File: config.mk
export PLATFORM = sky130hd
export DESIGN_NAME = vga_pixel_fetch
export DESIGN_NICKNAME = d
export VERILOG_FILES = /design/src/rtl/vga_pixel_fetch.sv
export SDC_FILE = /design/constraint.sdc
export NUM_CORES = 1
export LEC_CHECK = 0
export ABC_AREA = 0
export BUFFER_PORTS_ARGS = -buffer_cell sky130_fd_sc_hd__buf_4
export CAP_MARGIN = 20
export CORE_MARGIN = 1
export CORE_UTILIZATION = 45
export DETAILED_ROUTE_END_ITERATION = 10
export PLACE_DENSITY = 0.73
export SYNTH_ARGS = -nofsm -noshare
export SYNTH_HDL_FRONTEND = slang
export SYNTH_SLANG_ARGS = --single-unit
export TNS_END_PERCENT = 1
File: constraint.sdc
create_clock -name clk -period 2.3 [get_ports clk]
set_clock_uncertainty 0.05 [all_clocks]
set_input_delay 0.115 -clock clk [delete_from_list [all_inputs] [get_ports clk]]
set_output_delay 0.115 -clock clk [all_outputs]
set_load 0.02 [all_outputs]
File: src/rtl/vga_pixel_fetch.sv
// Pixel fetch stage: maps the 640x480 raster onto a centred grayscale image, reads the
// result memory and lines the returned pixels up with delayed syncs; one frame per start.
module vga_pixel_fetch #(
  parameter int         H_ACTIVE = 640,
  parameter int         V_ACTIVE = 480,
  parameter int         IMG_W    = 256,
  parameter int         IMG_H    = 256,
  parameter int         X0       = 192,
  parameter int         Y0       = 112,
  parameter int         MEM_LAT  = 1,
  parameter int         ADDR_W   = 16,
  parameter logic [7:0] BORDER   = 8'h20
) (
  input  logic              clk,
  input  logic              rst_n,
  input  logic [9:0]        h_count,
  input  logic [9:0]        v_count,
  input  logic              hsync_in,
  input  logic              vsync_in,
  input  logic              start,
  output logic [ADDR_W-1:0] mem_addr,
  output logic              mem_rd_en,
  input  logic [7:0]        mem_data,
  output logic              hsync,
  output logic              vsync,
  output logic [7:0]        R,
  output logic [7:0]        G,
  output logic [7:0]        B,
  output logic              busy,
  output logic              done,
  output logic [2:0]        fsm_state
);

  localparam int L  = MEM_LAT + 2;
  localparam int P  = L - 1;
  localparam int CW = $clog2(L + 1);

  localparam logic [10:0] H_ACT = 11'(H_ACTIVE);
  localparam logic [10:0] V_ACT = 11'(V_ACTIVE);
  localparam logic [10:0] X_BEG = 11'(X0);
  localparam logic [10:0] X_END = 11'(X0 + IMG_W);
  localparam logic [10:0] Y_BEG = 11'(Y0);
  localparam logic [10:0] Y_END = 11'(Y0 + IMG_H);
  localparam logic [9:0]  H_LAST = 10'(H_ACTIVE - 1);
  localparam logic [9:0]  V_LAST = 10'(V_ACTIVE - 1);
  localparam logic [9:0]  X0_10  = 10'(X0);
  localparam logic [9:0]  Y0_10  = 10'(Y0);

  typedef enum logic [2:0] {
    IDLE  = 3'd0,
    ARM   = 3'd1,
    RUN   = 3'd2,
    DRAIN = 3'd3,
    DONE  = 3'd4
  } state_t;

  state_t      state_q, state_d;
  logic [CW-1:0] cnt_q, cnt_d;

  logic [10:0]       h_ext, v_ext;
  logic              at_origin, at_last;
  logic              act_s, img_s, fetch_s;
  logic [9:0]        x_off, y_off;
  logic [ADDR_W-1:0] addr_next;

  logic [P-1:0] act_p, fetch_p;
  logic [L-1:0] hs_p, vs_p;
  logic [7:0]   gray;

  assign h_ext     = {1'b0, h_count};
  assign v_ext     = {1'b0, v_count};
  assign at_origin = (h_count == 10'd0) && (v_count == 10'd0);
  assign at_last   = (h_count == H_LAST) && (v_count == V_LAST);
  assign act_s     = (h_ext < H_ACT) && (v_ext < V_ACT);
  assign img_s     = act_s && (h_ext >= X_BEG) && (h_ext < X_END)
                           && (v_ext >= Y_BEG) && (v_ext < Y_END);
  // The origin sample that moves ARM to RUN already counts as a RUN sample.
  assign fetch_s   = img_s && ((state_q == RUN) || ((state_q == ARM) && at_origin));
  assign x_off     = h_count - X0_10;
  assign y_off     = v_count - Y0_10;
  assign addr_next = ADDR_W'(32'(y_off) * 32'(IMG_W) + 32'(x_off));

  always_comb begin
    state_d = state_q;
    cnt_d   = cnt_q;
    case (state_q)
      IDLE:  if (start) state_d = ARM;
      ARM:   if (at_origin) state_d = RUN;
      RUN: begin
        if (at_last) begin
          state_d = DRAIN;
          cnt_d   = CW'(L - 1);
        end
      end
      DRAIN: begin
        cnt_d = cnt_q - CW'(1);
        if (cnt_d == '0) state_d = DONE;
      end
      DONE:  if (start) state_d = ARM;
      default: state_d = IDLE;
    endcase
  end

  always_ff @(posedge clk or negedge rst_n) begin
    if (!rst_n) begin
      state_q <= IDLE;
      cnt_q   <= '0;
    end else begin
      state_q <= state_d;
      cnt_q   <= cnt_d;
    end
  end

  // Stage 0 plus the classification pipe that runs alongside the memory read.
  always_ff @(posedge clk or negedge rst_n) begin
    if (!rst_n) begin
      mem_addr <= '0;
      act_p    <= '0;
      fetch_p  <= '0;
    end else begin
      if (img_s) mem_addr <= addr_next;
      act_p   <= {act_p[P-2:0], act_s};
      fetch_p <= {fetch_p[P-2:0], fetch_s};
    end
  end

  always_ff @(posedge clk or negedge rst_n) begin
    if (!rst_n) begin
      hs_p <= '0;
      vs_p <= '0;
    end else begin
      hs_p <= {hs_p[L-2:0], hsync_in};
      vs_p <= {vs_p[L-2:0], vsync_in};
    end
  end

  always_ff @(posedge clk or negedge rst_n) begin
    if (!rst_n) begin
      gray <= '0;
    end else if (fetch_p[P-1]) begin
      gray <= mem_data;
    end else if (act_p[P-1] && ((state_q == RUN) || (state_q == DRAIN))) begin
      gray <= BORDER;
    end else begin
      gray <= '0;
    end
  end

  assign mem_rd_en = fetch_p[0];
  assign hsync     = hs_p[L-1];
  assign vsync     = vs_p[L-1];
  assign R         = gray;
  assign G         = gray;
  assign B         = gray;
  assign busy      = (state_q == ARM) || (state_q == RUN) || (state_q == DRAIN);
  assign done      = (state_q == DONE);
  assign fsm_state = state_q;

endmodule
==> flow_summary.toml <==
[power_and_ir_drop]
max-vdd-ir-drop_v = 0.000574
total_power_mw = 2.01
p_leak_nw = 1.36
p_per_area_nw_per_um2 = 739

[placed_design]
placed_area_um2 = 2470
hpwl_um = 3030
post-place-ws_ps = 267
dp_cells = 278
port_buffers = 80
gp_congestion = 0.828

[sta]
final_hold_viol_count = 0
final.period_utilization_pct = 75.2
finalSetupTns_ps = 0
slew_headroom_pct = 66.1
drv_slew = 0
min_period_ps = 1730
tightest_slew_ps = 509
setup_violations = 0
fin_ws_ps = 571
holdWs_ps = 20.4
rsz0062_at_grt = "false"
fmax_mhz = 578

[finish]
drive_above_1_share_pct = 43.8
n_antenna_cell = 0
fillCellCount = 316
finalInstanceArea_um2 = 2710
area_delta_synth_final_pct = 40.4
multi_input_area_um2 = 793
final_nets = 292
final_cell_mix = "buf_4, dfrtp_1, mux2_2, dlygate4sd3_1, nand2_1"
final_common_cell = "buf_4"
final_util_pct = 66.9
finalNonFillerCells = 299
seq_area_um2 = 976

[floorplan]
die_y_um = 67.5
coreArea_um2 = 4060
die-area_um2 = 4560
start_util_pct = 47.6
die_w_um = 67.5
rows = 23
ios = 81

[logic_synthesis]
synth_seq_cells = 39
seq_area_frac_synth_pct = 50.5
synth_nets = 210
synthCells = 166
syn_avg_cell_area_um2 = 11.6
yosys_warnings = 0
ys_types = 35
synth_area_um2 = 1930

[global_route]
grt_pass1_vias = 1411
gr-total-overflow = 0
gr-usage-all-layers_pct = 19.9
grt_max_degree = 40
grt_pass1_wl_um = 6450
antenna_found_initial = 0

[clock_network]
cts_resized = 0
hold_buffers = 13
path_clk_slew_ps = 80
max-clock-path-buffers = 2
post_cts_buffers = 0
cts_tree = "yes"
htree_levels = 2
numCtsBuffers = 5
clk_root_buffer_cell = "clkbuf_8"
cts_sinks = 39
clkLatencyLatePin_ps = 300

[worst_setup_path]
crit_slowest_cell = "fa_1"
worstSetupPathType = "input port to flip-flop"
required_ps = 2430
cp.arrival_ps = 1860
start_kind = "input port"
path_depth = 9
path_buf_inv = 2
end_kind = "flip-flop"
crit_top_cell = "ha_1"
worstPathMaxFanout = 4
cp_top_family = "adder cells"
critPathMaxStageDelay_ps = 440
worstPathCellList = "buf_4 -> ha_1 -> xor2_1 -> inv_1 -> ha_1 -> fa_1 -> nand4_1 -> xnor2_1 -> mux2_2"
ff2ff_path_depth = 2

[route]
vias = 1476
viasPerCell = 4.94
first_pass_iters = 4
routedWlPerCell_um = 13.9
drc_errors = 0
antenna_left = 0
drt_iter0_drc = 63
drt-total-wl_um = 4150

[hold_path]
hold_depth = 2
hp-class = "input port to flip-flop"

[run]
maxCapViolCount = 0

[outcome]
status = "complete, no violations"
path summary, 6_finish.rpt:
path	from	endpoint	slack, ps
max in group asynchronous	rst_n	mem_addr[6]	1570
hold / removal	h_count[2]	mem_addr[2]	20
setup reg to reg	fsm_state[0]	fetch_p[0]	940
setup / recovery	h_count[6]	mem_addr[14]	570
min in group asynchronous	rst_n	mem_addr[11]	280
hold reg to reg	hs_p[1]	hs_p[2]	300
metal layers:
metal	vias up	share of wire, %	global-route usage, %
met2	71	48	33.9
met1	683	41	22.8
met3	6	9.4	6.59
met4	0	1.5	7.98
met5	-	0	0
li1	716	-	-
Yosys cell counts:
master     count  share of area (%)
dfrtp_1       39                 51
buf_4         16                6.2
mux2_2        16                9.3
nand2_1       11                2.1
ha_1          10                6.5
inv_1          9                1.7
and2_1         7                2.3
xnor2_1        6                2.7
a21oi_1        5                1.3
nand3_1        5                1.3
nor2_1         5               0.97
nor3_1         5                1.3
xor2_1         4                1.8
nand4_1        3               0.97
o21ai_0        3               0.78
nand4b_1       2               0.91
nor4_1         2               0.65
a211oi_2       1               0.65
a21o_1         1               0.39
a2bb2oi_1      1               0.45
a32oi_1        1               0.45
a41o_1         1               0.52
and3_1         1               0.32
and3b_2        1               0.52
buf_2          1               0.26
clkbuf_1       1               0.19
fa_1           1                1.0
nand2b_1       1               0.32
nand3_2        1               0.52
nor2b_1        1               0.32
nor4b_1        1               0.45
nor4b_2        1               0.78
o21a_1         1               0.39
o22ai_1        1               0.32
or4b_4         1               0.71
power breakdown:
| part | switching (mW) | internal (mW) |
|---|---|---|
| Sequential | 0.0561 | 0.795 |
| Clock | 0.264 | 0.329 |
| Combinational | 0.279 | 0.282 |
registers in the layout (all words and copies together), names as in the netlist:
register,count
act_p,2
B,8
cnt_q,2
mem_addr,16
fetch_p,2
vs_p,3
fsm_state,3
hs_p,3
layout make-up:
class	count	share of cell area, %
sequential	39	36.0
inverter	9	1.25
tap	50	2.31
clock inverter	3	1.75
clock buffer	5	2.54
timing repair buffer	93	26.9
multi-input combinational	100	29.2
cells by family after synthesis:
family / count (synthesis) / synth area share, %
AOI/OAI and AO/OA: 15 / 5.25
xor gates and xnor gates: 10 / 4.53
adders and majority gates: 11 / 7.51
buffers and inverters: 27 / 8.42
DFF: 39 / 50.5
muxes: 16 / 9.33
and+or+nand+nor: 48 / 14.4
(Power assumes the default switching activity.)
